[src/rtl/cpu_pkg.sv]
// Shared CPU definitions: datapath widths, ALU operation codes and the
// operand-forwarding source select used by the ID/EX operand stage.
package cpu_pkg;

  localparam int CPU_W   = 32;  // datapath width
  localparam int CPU_RW  = 5;   // register index width
  localparam int CPU_OPW = 4;   // ALU_operation width
  localparam int CPU_SHW = 5;   // shift amount width

  // ALU_operation encodings understood by the downstream alu.
  localparam logic [CPU_OPW-1:0] ALU_AND = 4'b0000;
  localparam logic [CPU_OPW-1:0] ALU_OR  = 4'b0001;
  localparam logic [CPU_OPW-1:0] ALU_ADD = 4'b0010;
  localparam logic [CPU_OPW-1:0] ALU_SUB = 4'b0110;
  localparam logic [CPU_OPW-1:0] ALU_SLT = 4'b0111;
  localparam logic [CPU_OPW-1:0] ALU_NOR = 4'b1100;
  localparam logic [CPU_OPW-1:0] ALU_SH  = 4'b1101;

  // Where an EX operand comes from after hazard resolution.
  typedef enum logic [1:0] {
    FWD_RF  = 2'd0,
    FWD_MEM = 2'd1,
    FWD_WB  = 2'd2
  } fwd_sel_e;

endpackage

[src/rtl/id_ex_operand_stage_fwd_unit.sv]
// fwd_unit: picks one EX operand from the EX/MEM producer, the MEM/WB
// producer or the registered register-file value. The younger producer
// (EX/MEM) wins; register 0 is never forwarded.
module fwd_unit
  import cpu_pkg::*;
#(
  parameter int W  = CPU_W,
  parameter int RW = CPU_RW
) (
  input  logic [RW-1:0] src_idx,
  input  logic [W-1:0]  rf_data,
  input  logic          mem_reg_write,
  input  logic [RW-1:0] mem_rd,
  input  logic [W-1:0]  mem_result,
  input  logic          wb_reg_write,
  input  logic [RW-1:0] wb_rd,
  input  logic [W-1:0]  wb_result,
  output logic [W-1:0]  fwd_data
);

  fwd_sel_e sel;

  // Select the youngest in-flight producer of src_idx.
  always_comb begin
    sel = FWD_RF;
    if (src_idx != '0) begin
      if (mem_reg_write && (mem_rd == src_idx)) begin
        sel = FWD_MEM;
      end else if (wb_reg_write && (wb_rd == src_idx)) begin
        sel = FWD_WB;
      end
    end
  end

  // Operand mux driven by the select above.
  always_comb begin
    fwd_data = rf_data;
    case (sel)
      FWD_MEM: fwd_data = mem_result;
      FWD_WB:  fwd_data = wb_result;
      default: fwd_data = rf_data;
    endcase
  end

endmodule

[src/rtl/id_ex_operand_stage.sv]
// id_ex_operand_stage: ID/EX pipeline register with operand forwarding and
// hazard detection, feeding the alu.
// Build option OPSTAGE_FWD_EN: when defined, EX operands are forwarded from
// EX/MEM and MEM/WB and only load-use stalls (one cycle). When undefined,
// operands come straight from the registered RF reads and ID stalls while any
// in-flight producer (EX, MEM or WB) writes a register it reads.
module id_ex_operand_stage
  import cpu_pkg::*;
#(
  parameter int W   = CPU_W,
  parameter int RW  = CPU_RW,
  parameter int OPW = CPU_OPW
) (
  input  logic              clk,
  input  logic              rst,
  input  logic              flush,
  input  logic              id_valid,
  input  logic [W-1:0]      id_rs_data,
  input  logic [W-1:0]      id_rt_data,
  input  logic [W-1:0]      id_imm,
  input  logic              id_alu_src_imm,
  input  logic              id_uses_rs,
  input  logic              id_uses_rt,
  input  logic [OPW-1:0]    id_alu_op,
  input  logic [CPU_SHW-1:0] id_shamt,
  input  logic [RW-1:0]     id_rs,
  input  logic [RW-1:0]     id_rt,
  input  logic [RW-1:0]     id_rd,
  input  logic              id_reg_write,
  input  logic              id_mem_read,
  input  logic [RW-1:0]     mem_rd,
  input  logic              mem_reg_write,
  input  logic [W-1:0]      mem_result,
  input  logic [RW-1:0]     wb_rd,
  input  logic              wb_reg_write,
  input  logic [W-1:0]      wb_result,
  output logic              stall_out,
  output logic              ex_valid,
  output logic [W-1:0]      A,
  output logic [W-1:0]      B,
  output logic [OPW-1:0]    ALU_operation,
  output logic [CPU_SHW-1:0] shamt,
  output logic [W-1:0]      ex_rt_fwd,
  output logic [RW-1:0]     ex_rd,
  output logic              ex_reg_write,
  output logic              ex_mem_read
);

  // ID/EX register state
  logic              valid_q, valid_d;
  logic [W-1:0]      rs_data_q, rs_data_d;
  logic [W-1:0]      rt_data_q, rt_data_d;
  logic [W-1:0]      imm_q, imm_d;
  logic              alu_src_imm_q, alu_src_imm_d;
  logic [RW-1:0]     rs_q, rs_d;
  logic [RW-1:0]     rt_q, rt_d;
  logic [RW-1:0]     rd_q, rd_d;
  logic [OPW-1:0]    alu_op_q, alu_op_d;
  logic [CPU_SHW-1:0] shamt_q, shamt_d;
  logic              reg_write_q, reg_write_d;
  logic              mem_read_q, mem_read_d;

  logic              load_use;
  logic              dep_stall;
  logic [W-1:0]      opnd_rf  [2];
  logic [W-1:0]      opnd_fwd [2];

  // True when the instruction in ID reads register prd written by a producer.
  function automatic logic id_reads(input logic we, input logic [RW-1:0] prd,
                                    input logic v, input logic urs, input logic urt,
                                    input logic [RW-1:0] rs, input logic [RW-1:0] rt);
    return we && (prd != '0) && v && ((urs && (rs == prd)) || (urt && (rt == prd)));
  endfunction

  // Hazard detection: a load in EX cannot forward its data in time for ID.
  always_comb begin
    load_use = id_reads(valid_q && mem_read_q, rd_q, id_valid,
                        id_uses_rs, id_uses_rt, id_rs, id_rt);
`ifdef OPSTAGE_FWD_EN
    dep_stall = 1'b0;
`else
    dep_stall = id_reads(valid_q && reg_write_q, rd_q, id_valid,
                         id_uses_rs, id_uses_rt, id_rs, id_rt)
             || id_reads(mem_reg_write, mem_rd, id_valid,
                         id_uses_rs, id_uses_rt, id_rs, id_rt)
             || id_reads(wb_reg_write, wb_rd, id_valid,
                         id_uses_rs, id_uses_rt, id_rs, id_rt);
`endif
    // A squash or reset makes holding ID pointless, so neither stalls.
    stall_out = !rst && !flush && (load_use || dep_stall);
  end

  // Next ID/EX contents: capture ID, or insert a bubble on flush/stall.
  always_comb begin
    valid_d       = id_valid;
    rs_data_d     = id_rs_data;
    rt_data_d     = id_rt_data;
    imm_d         = id_imm;
    alu_src_imm_d = id_alu_src_imm;
    rs_d          = id_rs;
    rt_d          = id_rt;
    rd_d          = id_rd;
    alu_op_d      = id_alu_op;
    shamt_d       = id_shamt;
    reg_write_d   = id_valid && id_reg_write;
    mem_read_d    = id_valid && id_mem_read;
    if (flush || stall_out) begin
      // Only the control bits matter for a bubble; datapath fields are don't-care.
      valid_d     = 1'b0;
      reg_write_d = 1'b0;
      mem_read_d  = 1'b0;
    end
  end

  // ID/EX pipeline register with synchronous reset.
  always_ff @(posedge clk) begin
    if (rst) begin
      valid_q       <= 1'b0;
      rs_data_q     <= '0;
      rt_data_q     <= '0;
      imm_q         <= '0;
      alu_src_imm_q <= 1'b0;
      rs_q          <= '0;
      rt_q          <= '0;
      rd_q          <= '0;
      alu_op_q      <= '0;
      shamt_q       <= '0;
      reg_write_q   <= 1'b0;
      mem_read_q    <= 1'b0;
    end else begin
      valid_q       <= valid_d;
      rs_data_q     <= rs_data_d;
      rt_data_q     <= rt_data_d;
      imm_q         <= imm_d;
      alu_src_imm_q <= alu_src_imm_d;
      rs_q          <= rs_d;
      rt_q          <= rt_d;
      rd_q          <= rd_d;
      alu_op_q      <= alu_op_d;
      shamt_q       <= shamt_d;
      reg_write_q   <= reg_write_d;
      mem_read_q    <= mem_read_d;
    end
  end

  // Operand 0 is rs, operand 1 is rt.
  always_comb begin
    opnd_rf[0] = rs_data_q;
    opnd_rf[1] = rt_data_q;
  end

`ifdef OPSTAGE_FWD_EN
  logic [RW-1:0] opnd_idx [2];

  // Register indices the forwarding units compare against.
  always_comb begin
    opnd_idx[0] = rs_q;
    opnd_idx[1] = rt_q;
  end

  generate
    for (genvar gi = 0; gi < 2; gi++) begin : g_fwd
      fwd_unit #(
        .W  (W),
        .RW (RW)
      ) u_fwd (
        .src_idx       (opnd_idx[gi]),
        .rf_data       (opnd_rf[gi]),
        .mem_reg_write (mem_reg_write),
        .mem_rd        (mem_rd),
        .mem_result    (mem_result),
        .wb_reg_write  (wb_reg_write),
        .wb_rd         (wb_rd),
        .wb_result     (wb_result),
        .fwd_data      (opnd_fwd[gi])
      );
    end
  endgenerate
`else
  generate
    for (genvar gi = 0; gi < 2; gi++) begin : g_nofwd
      assign opnd_fwd[gi] = opnd_rf[gi];
    end
  endgenerate
`endif

  // EX-side outputs toward the alu and the EX/MEM register.
  always_comb begin
    A             = opnd_fwd[0];
    ex_rt_fwd     = opnd_fwd[1];
    B             = alu_src_imm_q ? imm_q : opnd_fwd[1];
    ex_valid      = valid_q;
    ALU_operation = alu_op_q;
    shamt         = shamt_q;
    ex_rd         = rd_q;
    ex_reg_write  = reg_write_q;
    ex_mem_read   = mem_read_q;
  end

endmodule

[config.mk]
export PLATFORM = sky130hd
export DESIGN_NAME = id_ex_operand_stage
export DESIGN_NICKNAME = d
export VERILOG_FILES = /design/src/rtl/cpu_pkg.sv /design/src/rtl/id_ex_operand_stage_fwd_unit.sv /design/src/rtl/id_ex_operand_stage.sv
export SDC_FILE = /design/constraint.sdc
export NUM_CORES = 1
export LEC_CHECK = 0
export CORE_MARGIN = 8
export CORE_UTILIZATION = 32
export CTS_CLUSTER_SIZE = 28
export DETAILED_ROUTE_END_ITERATION = 8
export GPL_ROUTABILITY_DRIVEN = 0
export GPL_TIMING_DRIVEN = 0
export PLACE_DENSITY = 0.8
export SLEW_MARGIN = 40
export SYNTH_ARGS = -nofsm -noshare
export SYNTH_HDL_FRONTEND = slang
export SYNTH_SLANG_ARGS = --single-unit
[constraint.sdc]
create_clock -name clk -period 2.1 [get_ports clk]
set_input_delay 0.42 -clock clk [delete_from_list [all_inputs] [get_ports clk]]
set_output_delay 0.42 -clock clk [all_outputs]
set_load 0.05 [all_outputs]
Word level (Yosys, flattened, before mapping)
Index checks and enable logic that the tools add are counted.
- output and inout port bits: 114
- flip-flop bits (word level): 114
- memories: 0
- memory bits (read-only): 0
- word-level logic and storage cells: 54
- latch bits: 0
- memory bits (writable): 0
- input port bits: 205
- div/mod/pow operators: 0
- muxes and demuxes: 1
- equal/unequal tests: 6
- add/sub/neg operators: 0
- reductions and logical operators: 37
- $lt $le $gt $ge: 0
- multiply operators: 0
- shift-type cells: 0
- bitwise logic cells: 0
- operators with widths (operator ; count):
    2-to-1 mux 32 bit ; 1
    == test 5 bit ; 6
    logical AND 1 bit ; 24
    nonzero test 5 bit ; 3
    logical OR 1 bit ; 7
    logical NOT 1 bit ; 2
    OR reduction 2 bit ; 1

Depth between registers and ports, before layout
- depth in word-level cells: 10
- depth in mapped cells: 5
- mapped depth without buffers: 5

Worst setup path after synthesis
No wires, ideal clock.
- kind: register to output
- from: register rd_q[1], in the netlist ex_rd[1]
- to: output stall_out
- cell stages (with the launch flop): 6
- arrival: 2035 ps
- path buffers: 0
- data required time: 1680 ps
- slack: -355 ps
- path through: dfxtp_1 -> xor2_1 -> nor4_1 -> nand3_1 -> a221oi_2 -> o31a_1
- word-level cells in the longest chain between the ends: 8
- elaborated cells between the ends (all ways): 16
- those cells by class: eq/ne (2); reduce/logical (14)
- ends and longest elaborated chain (what ; line ; RTL):
    start, declared ; id_ex_operand_stage.sv:57 ; logic [RW-1:0] rd_q, rd_d;
    start signal, assigned ; id_ex_operand_stage.sv:138 ; rd_q <= rd_d;
    == test 5 bit or nonzero test 5 bit (tied branches) ; id_ex_operand_stage.sv:72 ; return we && (prd != '0) && v && ((urs && (rs == prd)) || (urt && (rt == prd)));
    logical AND 1 bit ; id_ex_operand_stage.sv:72 ;
    logical OR 1 bit or logical AND 1 bit (tied branches) ; id_ex_operand_stage.sv:72 ;
    logical AND 1 bit ; id_ex_operand_stage.sv:72 ;
    logical OR 1 bit ; id_ex_operand_stage.sv:84 ; || id_reads(mem_reg_write, mem_rd, id_valid,
    logical OR 1 bit ; id_ex_operand_stage.sv:86 ; || id_reads(wb_reg_write, wb_rd, id_valid,
    logical OR 1 bit (*) ; id_ex_operand_stage.sv:90 ; stall_out = !rst && !flush && (load_use || dep_stall);
    logical AND 1 bit (*) ; id_ex_operand_stage.sv:90 ;
    end, declared ; id_ex_operand_stage.sv:37 ; output logic stall_out,
Every way passes the cells marked *; elsewhere a longest branch is shown, timed or not.

Final worst setup path
- from: input id_rt[3]
- to: output stall_out
- word-level cells in the longest chain between the ends: 8
- elaborated cells between the ends (all ways): 17
- those cells by class: eq/ne (3); reduce/logical (14)
- ends and longest elaborated chain (what ; line ; RTL):
    start, declared ; id_ex_operand_stage.sv:27 ; input logic [RW-1:0] id_rt,
    == test 5 bit ; id_ex_operand_stage.sv:72 ;
    logical AND 1 bit ; id_ex_operand_stage.sv:72 ;
    logical OR 1 bit ; id_ex_operand_stage.sv:72 ;
    logical AND 1 bit ; id_ex_operand_stage.sv:72 ;
    logical OR 1 bit ; id_ex_operand_stage.sv:84 ;
    logical OR 1 bit ; id_ex_operand_stage.sv:86 ;
    logical OR 1 bit (*) ; id_ex_operand_stage.sv:90 ;
    logical AND 1 bit (*) ; id_ex_operand_stage.sv:90 ;
Marked as above.

==> metrics <==
status=finished with violations; failing checks=setup timing; Setup WS pre-CTS=-1.30 ns; pwr/cell area=898 nW/um^2; FP Rows=40; hold wc startpoint=rst; Post-Synth XOR/XNOR Area=6.82%; Worst Hold Path EP=A[2]; Post-synth EDFFs=0; reg2reg path depth=6; worst endpoint required time=1.68 ns; Die Y=126 um; maxcap violations=0; first-pass GRT wire length=20700 um; worst min-delay path class=input port to register; fin crit share=117%; Post-Place Cells=734; initial core utilization=32.5%; number of port buffers=253; die area=15800 sq um; Max stage delay on crit path=0.34 ns; CTS tree=yes; sequential fraction of the synthesis area=59.2%; Compound-Gate Fraction of Synth Area=1.49%; Routed Antenna Nets=0; clock tree buffer depth=2; DR vias=3374; Final setup viols=1; gr ovfl total=0; total track usage=17.1%; critical path arrival=2.03 ns; # H-tree levels=4; Vias/cell=4.40; reg2reg start=ex_rd[2]; CP Capture Type=output port; VDD IR-drop max=609 uV; Cells on Worst Hold Path=2; worst slew pin tran=0.602 ns; Worst path top cell family by delay=compound AO/OA/AOI/OAI gates; YS warnings=0; Crit path buffers/inverters=2; initial antenna violation count=0; Synth Register Bits=114; TritonCTS Buffers=17; Reg2Reg Setup Slack=0.47 ns; crit path launch type=input port; clock transition at the registers of the reported paths=0.05 ns; vias in the first global route=3796; Initial DRC Count=100; fin. max-slew vios=0; Crit Path Category=input port to output port; synthesis-to-finish area growth=84.0%; Synth Area per Inst=11.5 sq um; Stages on worst setup path=7; Setup Skew=0.00527 ns; Die W=126 um; Mapped Area=3850 sq um; number of fill cells=957; share of layout cells above drive strength 1=18.2%; Relative slew margins=59.9%; Syn Inst Count=334; RSZ-0062 raised after global routing=yes; dpl hpwl=10900 um; Synth Net Count=539; Clock Sinks=114; worst flop-to-flop path endpoint=ex_reg_write; drt pass-1 iters=3; mux cell area share after synthesis=9.35%; leak pwr=0.00287 uW; worst skew pair latency=0.41 ns; Ant. Diodes=0; Max Fclk=408 MHz; Crit Path Max Fanout=3; fin cells=767; worst-path cell chain=dlygate4sd2_1 > xor2_2 > nor4_2 > nand3_1 > a221oi_2 > o31a_2 > buf_8; final worst setup slack=-0.354 ns; DRC viols=0; clk root buf=clkbuf_16; WL/cell=17.6 um; total wire length=13500 um; Async SR Flop Fraction=0%; Yosys cell types=21; Period minus WS final=2.45 ns; Worst path slowest cell=a221oi_2; Core Region=11900 sq um; nets=813; Main synth FF type=dfxtp_1; main combinational cell family by area after synthesis=simple AND/OR/NAND/NOR gates; largest net degree at the start of global routing=17; endpoints failing hold=0; Post-Synth Adder-Cell Area=0%; Synth Area in Simple Gates=21.5%; Ports=319; Hold-fix buffers, CTS=0
[stage by stage]
stage	total power, uW	setup TNS [ns]	hold WS (ns)	instance area (sq um)	utilization [%]
3_3_place_gp	3590	-15.30	0.775	6580	55.5
6_report	6360	-0.354	0.371	7090	59.7
5_1_grt	6590	-0.462	0.414	7090	59.7
3_5_place_dp	3610	-15.55	0.790	6580	55.5
2_1_floorplan	3020	0	0.539	3860	-
4_1_cts	6430	-0.354	0.360	7100	59.9
[cell usage in the layout, fill, tap and decap left out, drive strengths merged, types with 9 or more instances in the layout]
cell	instances
dlygate4sd2	20
mux2	32
dfxtp	114
buf	37
nor4	9
nor2b	111
clkbuf	35
xor2	24
clkdlybuf4s50	200
[flip-flops by register name, summed over array words and instances, names as in the netlist]
signal / flops
A: 32
ALU_operation: 4
alu_src_imm_q: 1
ex_mem_read: 1
ex_rd: 5
ex_reg_write: 1
ex_rt_fwd: 32
ex_valid: 1
imm_q: 32
shamt: 5
[how the worst max path moves through the flow]
| stage | start | to | slack [ns] |
|---|---|---|---|
| floorplan | ex_rd[4] | stall_out | 0.03 |
| global placement | id_rt[1] | stall_out | -1.28 |
| detailed placement | id_rt[3] | stall_out | -1.30 |
| CTS | ex_rd[2] | stall_out | -0.35 |
| global route | ex_rd[1] | stall_out | -0.46 |
| finish | id_rt[3] | stall_out | -0.35 |
[final cells by class]
| type | instances | area, sq um | share of cell area, % |
|---|---|---|---|
| clock inverters | 8 | 100 | 1.41 |
| clock buffers | 23 | 499 | 7.04 |
| flip-flops and latches | 114 | 2300 | 32.4 |
| plain buffers | 15 | 75.1 | 1.06 |
| well taps | 147 | 184 | 2.60 |
| multi-input cells | 204 | 1550 | 21.8 |
| repair buffers | 256 | 2380 | 33.7 |
[synthesized netlist by cell type, types with 2 or more instances]
master    number  area [sq um]
xnor2_1        6          52.6
dfxtp_1      114          2280
o211ai_1       2          15.0
nand3_1        6          30.0
mux2_2        32           360
xor2_1        24           210
nor2_1         3          11.3
nor4_1         9          56.3
or4_1          2          15.0
clkbuf_1      13          48.8
buf_1          3          11.3
nor2b_1      111           694
[timing repair]
action                                 in CTS  in global routing
pin swaps                                  12                  0
setup buffers                               3                  0
endpoints found under the hold margin       0                  0
setup endpoints to repair                  33                  3
resized for setup                         195                  4
[power by group]
part	total (uW)	switching (uW)	leakage, uW	internal [uW]
clock network	2850	946	0.000294	1900
logic	1190	682	0.00163	508
registers	2330	44.7	0.000952	2280
[cells by family after synthesis]
kind of cell,count (synthesis)
XOR/XNOR,30
AND/OR/NAND/NOR,135
multiplexers,32
flip-flops,114
AO/OA/AOI/OAI,7
buffers and inverters,16
[per-layer routing]
layer	track usage [%]	routed length [um]	part of all wire, %	vias up
li1	-	-	-	1626
met1	16.0	4820	36	1567
met2	30.5	7020	52	163
met3	9.41	1440	11	18
met4	7.09	251	1.9	0
met5	0	0	0	-
Note: power is estimated with default switching activity, not from simulation.
